==> src/rtl/matriz_pkg.sv <==
// matriz_pkg: shared constants and types for the LED matrix row-scan controller
package matriz_pkg;
  localparam int ROWS_DEF = 7;
  localparam int COLS_DEF = 5;
  localparam int ROW_W = 3;
  typedef enum logic [1:0] {S_IDLE, S_BLANK, S_DRIVE} state_t;
  typedef logic [COLS_DEF-1:0] row_t;
endpackage

==> src/rtl/matriz_buffer.sv <==
// matriz_buffer: double-buffered frame store; back written by the decoder, front copied on swap
module matriz_buffer
  import matriz_pkg::*;
#(
  parameter int ROWS = ROWS_DEF,
  parameter int COLS = COLS_DEF
) (
  input  logic             clk,
  input  logic             rst,
  input  logic             wr,
  input  logic [ROW_W-1:0] wr_row,
  input  logic [COLS-1:0]  wr_data,
  input  logic             swap,
  input  logic             idle,
  input  logic             wrap,
  input  logic [ROW_W-1:0] rd_row,
  output logic [COLS-1:0]  rd_data,
  output logic             swap_ack
);
  logic [COLS-1:0] back [ROWS];
  logic [COLS-1:0] front [ROWS];
  logic pending;
  logic copy;
  // a pending swap lands only when the scan is parked or at a frame boundary, so the shown frame never tears
  always_comb begin
    copy = pending && (idle || wrap);
    rd_data = front[rd_row];
  end
  // buffers, swap request latch and ack pulse; the copy reads back before any same-edge write lands
  always_ff @(posedge clk or posedge rst) begin
    if (rst) begin
      for (int i = 0; i < ROWS; i++) begin
        back[i] <= '0;
        front[i] <= '0;
      end
      pending <= 1'b0;
      swap_ack <= 1'b0;
    end else begin
      if (copy) front <= back;
      if (wr && int'(wr_row) < ROWS) back[wr_row] <= wr_data;
      pending <= copy ? 1'b0 : pending || swap;
      swap_ack <= copy;
    end
  end
endmodule

==> src/rtl/matriz_varredura.sv <==
// matriz_varredura: 7x5 LED matrix row-scan controller with blanking; define MATRIZ_PWM_EN for duty-cycle dimming
module matriz_varredura
  import matriz_pkg::*;
#(
  parameter int ROWS = ROWS_DEF,
  parameter int COLS = COLS_DEF,
  parameter int DIV = 50000,
  parameter int BLANK = 16
) (
  input  logic             clk,
  input  logic             rst,
  input  logic             en,
  input  logic             wr,
  input  logic [ROW_W-1:0] wr_row,
  input  logic [COLS-1:0]  wr_data,
  input  logic             swap,
`ifdef MATRIZ_PWM_EN
  input  logic [2:0]       duty,
`endif
  output logic             swap_ack,
  output logic [ROWS-1:0]  l,
  output logic [COLS-1:0]  c,
  output logic             frame_end
);
  localparam int CW = $clog2(DIV);
  localparam logic [CW-1:0] SLOT_LAST = CW'(DIV - 1);
  localparam logic [CW-1:0] BLANK_LAST = CW'(BLANK - 1);
  localparam logic [ROW_W-1:0] ROW_LAST = ROW_W'(ROWS - 1);
  state_t state, state_n;
  logic [CW-1:0] cnt, cnt_n;
  logic [ROW_W-1:0] row, row_n;
  logic slot_end, wrap, restart, drive_on;
  logic [ROWS-1:0] l_n;
  logic [COLS-1:0] c_n, rd_data;
  matriz_buffer #(.ROWS(ROWS), .COLS(COLS)) u_buf (
    .clk(clk),
    .rst(rst),
    .wr(wr),
    .wr_row(wr_row),
    .wr_data(wr_data),
    .swap(swap),
    .idle(state == S_IDLE),
    .wrap(wrap),
    .rd_row(row_n),
    .rd_data(rd_data),
    .swap_ack(swap_ack)
  );
  // scan position: state, cycle within the row slot, active row
  always_ff @(posedge clk or posedge rst) begin
    if (rst) begin
      state <= S_IDLE;
      cnt <= '0;
      row <= '0;
    end else begin
      state <= state_n;
      cnt <= cnt_n;
      row <= row_n;
    end
  end
  // each slot is BLANK dark cycles then DRIVE; dropping en parks the scan at row 0
  always_comb begin
    slot_end = state == S_DRIVE && cnt == SLOT_LAST;
    wrap = en && slot_end && row == ROW_LAST;
    restart = !en || state == S_IDLE;
    state_n = !en ? S_IDLE :
              state == S_IDLE ? S_BLANK :
              state == S_BLANK ? (cnt == BLANK_LAST ? S_DRIVE : S_BLANK) :
              slot_end ? S_BLANK : S_DRIVE;
    cnt_n = restart || slot_end ? '0 : cnt + 1'b1;
    row_n = restart || wrap ? '0 : slot_end ? row + 1'b1 : row;
  end
`ifdef MATRIZ_PWM_EN
  logic [2:0] pwm_cnt, pwm_n;
  // free-running brightness phase; columns conduct while the phase is at or below duty
  always_ff @(posedge clk or posedge rst) begin
    if (rst) pwm_cnt <= '0;
    else pwm_cnt <= pwm_n;
  end
  assign pwm_n = pwm_cnt + 3'd1;
  assign drive_on = state_n == S_DRIVE && pwm_n <= duty;
`else
  assign drive_on = state_n == S_DRIVE;
`endif
  // pin values decoded from the upcoming scan position so the registered pins track the state
  always_comb begin
    l_n = state_n == S_DRIVE ? ~(ROWS'(1) << row_n) : '1;
    c_n = drive_on ? rd_data : '0;
  end
  // registered pins and frame wrap pulse
  always_ff @(posedge clk or posedge rst) begin
    if (rst) begin
      l <= '1;
      c <= '0;
      frame_end <= 1'b0;
    end else begin
      l <= l_n;
      c <= c_n;
      frame_end <= wrap;
    end
  end
endmodule

==> config.mk <==
export PLATFORM = sky130hd
export DESIGN_NAME = matriz_varredura
export DESIGN_NICKNAME = d
export VERILOG_FILES = /design/src/rtl/matriz_pkg.sv /design/src/rtl/matriz_buffer.sv /design/src/rtl/matriz_varredura.sv
export SDC_FILE = /design/constraint.sdc
export NUM_CORES = 1
export LEC_CHECK = 0
export ABC_AREA = 1
export CORE_MARGIN = 2
export CORE_UTILIZATION = 60
export DETAILED_ROUTE_END_ITERATION = 8
export PLACE_DENSITY = 0.85
export SLEW_MARGIN = 25
export SYNTH_ARGS = -nofsm -noshare
export SYNTH_HDL_FRONTEND = slang
export SYNTH_SLANG_ARGS = --single-unit
==> constraint.sdc <==
create_clock -name clk -period 5.3 [get_ports clk]
set_clock_uncertainty 0.15 [all_clocks]
set_input_delay 1.06 -clock clk [delete_from_list [all_inputs] [get_ports clk]]
set_output_delay 1.06 -clock clk [all_outputs]
set_load 0.05 [all_outputs]
==> impl_metrics.yaml <==
global_route:
  grt_overflow: 0
  grt_pass1_wl_um: 16400
  grt_pass1_vias: 3581
  grt_max_degree: 75
  grtUsageTotal_pct: 23.8
  antenna_found_initial: 0
clock_network:
  post_cts_buffers: 0
  cts.clk_slew.worst_paths_ns: 0.11
  cts_tree: "built"
  hold_buffers: 0
  cts_resized: 0
  htree_levels: 3
  numClockSinks: 106
  clk_latency_ns: 0.36
  clockRootBuffer: "clkbuf_8"
  numCtsBuffers: 9
  clock_path_buffers: 2
floorplanning:
  die_h_um: 93.2
  core_um2: 7730
  dieWidth_um: 93.2
  rows: 32
  die_area_um2: 8680
  io_pins: 27
  start_util_pct: 61.7
final_layout:
  fin_util_pct: 68.2
  nets: 600
  layout_commonest_cell: "nand2_1"
  area_growth_pct: 10.4
  drive_above_1_share_pct: 9.51
  final_cell_mix: "nand2_1 (195), dfrtp_1 (99), inv_1 (48)"
  num_antenna_cells: 0
synthesis:
  synth_top_area_cell: "dfrtp_1"
  synthCells: 558
  mappedNetlistArea_um2: 4770
  synth_warnings: 0
  synth-seq-cells: 106
  yosysSeqAreaShare_pct: 55.8
  syn_area_per_cell_um2: 8.55
  synthTopCellsByArea: "dfrtp_1 (52%), nand2_1 (15%), o21ai_0 (4.8%)"
  netlist.area_leader.share_pct: 51.9
  synth_nets: 574
  yosysUniqueCellTypes: 34
power_and_ir_drop:
  power_density_nw_per_um2: 324
  vdd.ir_drop.worst_mv: 0.174
  total_leakage_power_nw: 2.55
critical_path:
  cp_data_arrival_time_ns: 3.07
  crit_chain: "clkdlybuf4s50_1, inv_1, nor2_1, inv_1, nor2_4, nand2_2, nor2_2, nor2_4, nand3_1, nand2_1"
  r2r_cells: 9
  cp_slowest_stage_delay_ns: 0.50
  path_max_fanout: 20
  reg2reg_from: "cnt[0]"
  r2r_slack_ns: 2.71
  cp.required_ns: 5.41
  end_kind: "register"
  crit_path_end: "c[1]"
  startpoint: "en"
  cp_slowest_cell: "clkdlybuf4s50_1"
  worstReg2RegEnd: "u_buf.front[29]"
  critPathKind: "input port to register"
  cp-start-kind: "input port"
timing:
  setup_slack_ns: 2.33
  hold_violations: 0
  report.final.slew_viol_count: 0
  period_share_pct: 56.0
  relSlewSlack_pct: 41.3
  setup_viol: 0
  period_minus_slack_ns: 2.97
  fmax_mhz: 337
  setup_tns_ns: 0
  worst_pin_slew_ns: 0.881
  rsz0062_at_grt: "false"
detailed_routing:
  first_pass_iters: 5
  wl_per_cell_um: 13.9
  routed_wl_um: 9580
  dr.first_iter.drc_count: 296
  drtAntennaViolNets: 0
  num_vias: 3723
  drcViolationCount: 0
  via_per_inst: 5.39
job:
  drv_cap: 0
place:
  pre_cts_ws_ns: 1.97
  port_buffers: 26
  hpwl_um: 6850
  gp_congestion: 0.903
status:
  run_status: "finished, final reports clean"
min_path:
  hold_path.class: "register to register"
==> worst max-delay path: cells and delay by family <==
family	cells	cell delay, ns
buffers and inverters	3	0.70
and+or+nand+nor	7	1.31
==> routing by layer <==
metal | vias up | wire (um) | GRT usage (%) | part of all wire, %
li1 | 1805 | - | - | -
met1 | 1796 | 4400 | 32.4 | 46
met2 | 103 | 4590 | 38.9 | 48
met3 | 19 | 474 | 3.87 | 4.9
met4 | 0 | 112 | 8.70 | 1.2
met5 | - | 0 | 0 | 0
==> stage by stage <==
| stage | cell area, um^2 | cells | hold slack, ns | power [mW] |
|---|---|---|---|---|
| 2_1_floorplan | 4770 | 558 | 0.283 | 1.16 |
| 3_3_place_gp | 5080 | 675 | 0.298 | 1.22 |
| 3_5_place_dp | 5080 | 675 | 0.303 | 1.23 |
| 4_1_cts | 5270 | 691 | 0.318 | 1.70 |
| 5_1_grt | 5270 | 691 | 0.349 | 1.79 |
| 6_report | 5270 | 691 | 0.317 | 1.70 |
==> kinds of logic (layout without fill, tap and decap cells) <==
kind of cell / count (synthesis) / after routing / share of synthesized area [%]
compound gates: 68 / 68 / 7.82
xor+xnor: 5 / 5 / 0.918
simple gates: 308 / 308 / 28.4
flops: 106 / 106 / 55.8
fa+ha+maj: 3 / 3 / 0.787
buf+inv: 68 / 99 / 6.35
==> state kept, by name, summed over array words and instances (netlist names) <==
name            cells
u_buf.back         35
u_buf.front        35
cnt                16
l                   7
c                   5
row                 3
state               2
frame_end           1
u_buf.pending       1
u_buf.swap_ack      1
==> cell usage after synthesis (all sizes together) <==
library cell  count
nor3b             3
dfstp             7
o211ai            1
nor3             13
o21ai            58
clkbuf            2
a211oi            1
nor2b             1
dfrtp            99
nand2           201
inv              56
ha                3
o21a              2
nor4              1
xor2              5
a31oi             1
nand4             7
nand3            25
a21boi            1
buf              10
nor2             54
a21oi             4
or2               3
==> layout make-up <==
| type | count | area, um^2 |
|---|---|---|
| Clock inverter | 7 | 67.6 |
| Multi-Input combinational cell | 384 | 1810 |
| Clock buffer | 9 | 124 |
| Timing Repair Buffer | 27 | 268 |
| Tap cell | 102 | 128 |
| Fill cell | 604 | 2460 |
| Inverter | 56 | 213 |
| Sequential cell | 106 | 2660 |
==> worst min path at each step <==
stage	start	to	slack (ns)	cells past startpoint
5_1_grt	cnt[0]	cnt[0]	0.35	1
3_5_place_dp	cnt[0]	cnt[0]	0.30	1
2_1_floorplan	cnt[0]	cnt[0]	0.28	1
3_3_place_gp	cnt[0]	cnt[0]	0.30	1
4_1_cts	cnt[0]	cnt[0]	0.32	1
6_report	cnt[0]	cnt[0]	0.32	1
==> power breakdown <==
group | leakage [nW] | internal, mW | switching, mW
clock network | 0.0993 | 0.184 | 0.298
registers | 1.36 | 0.930 | 0.0654
logic | 1.09 | 0.0827 | 0.145
total | 2.55 | 1.20 | 0.508
(Power assumes the default switching activity.)
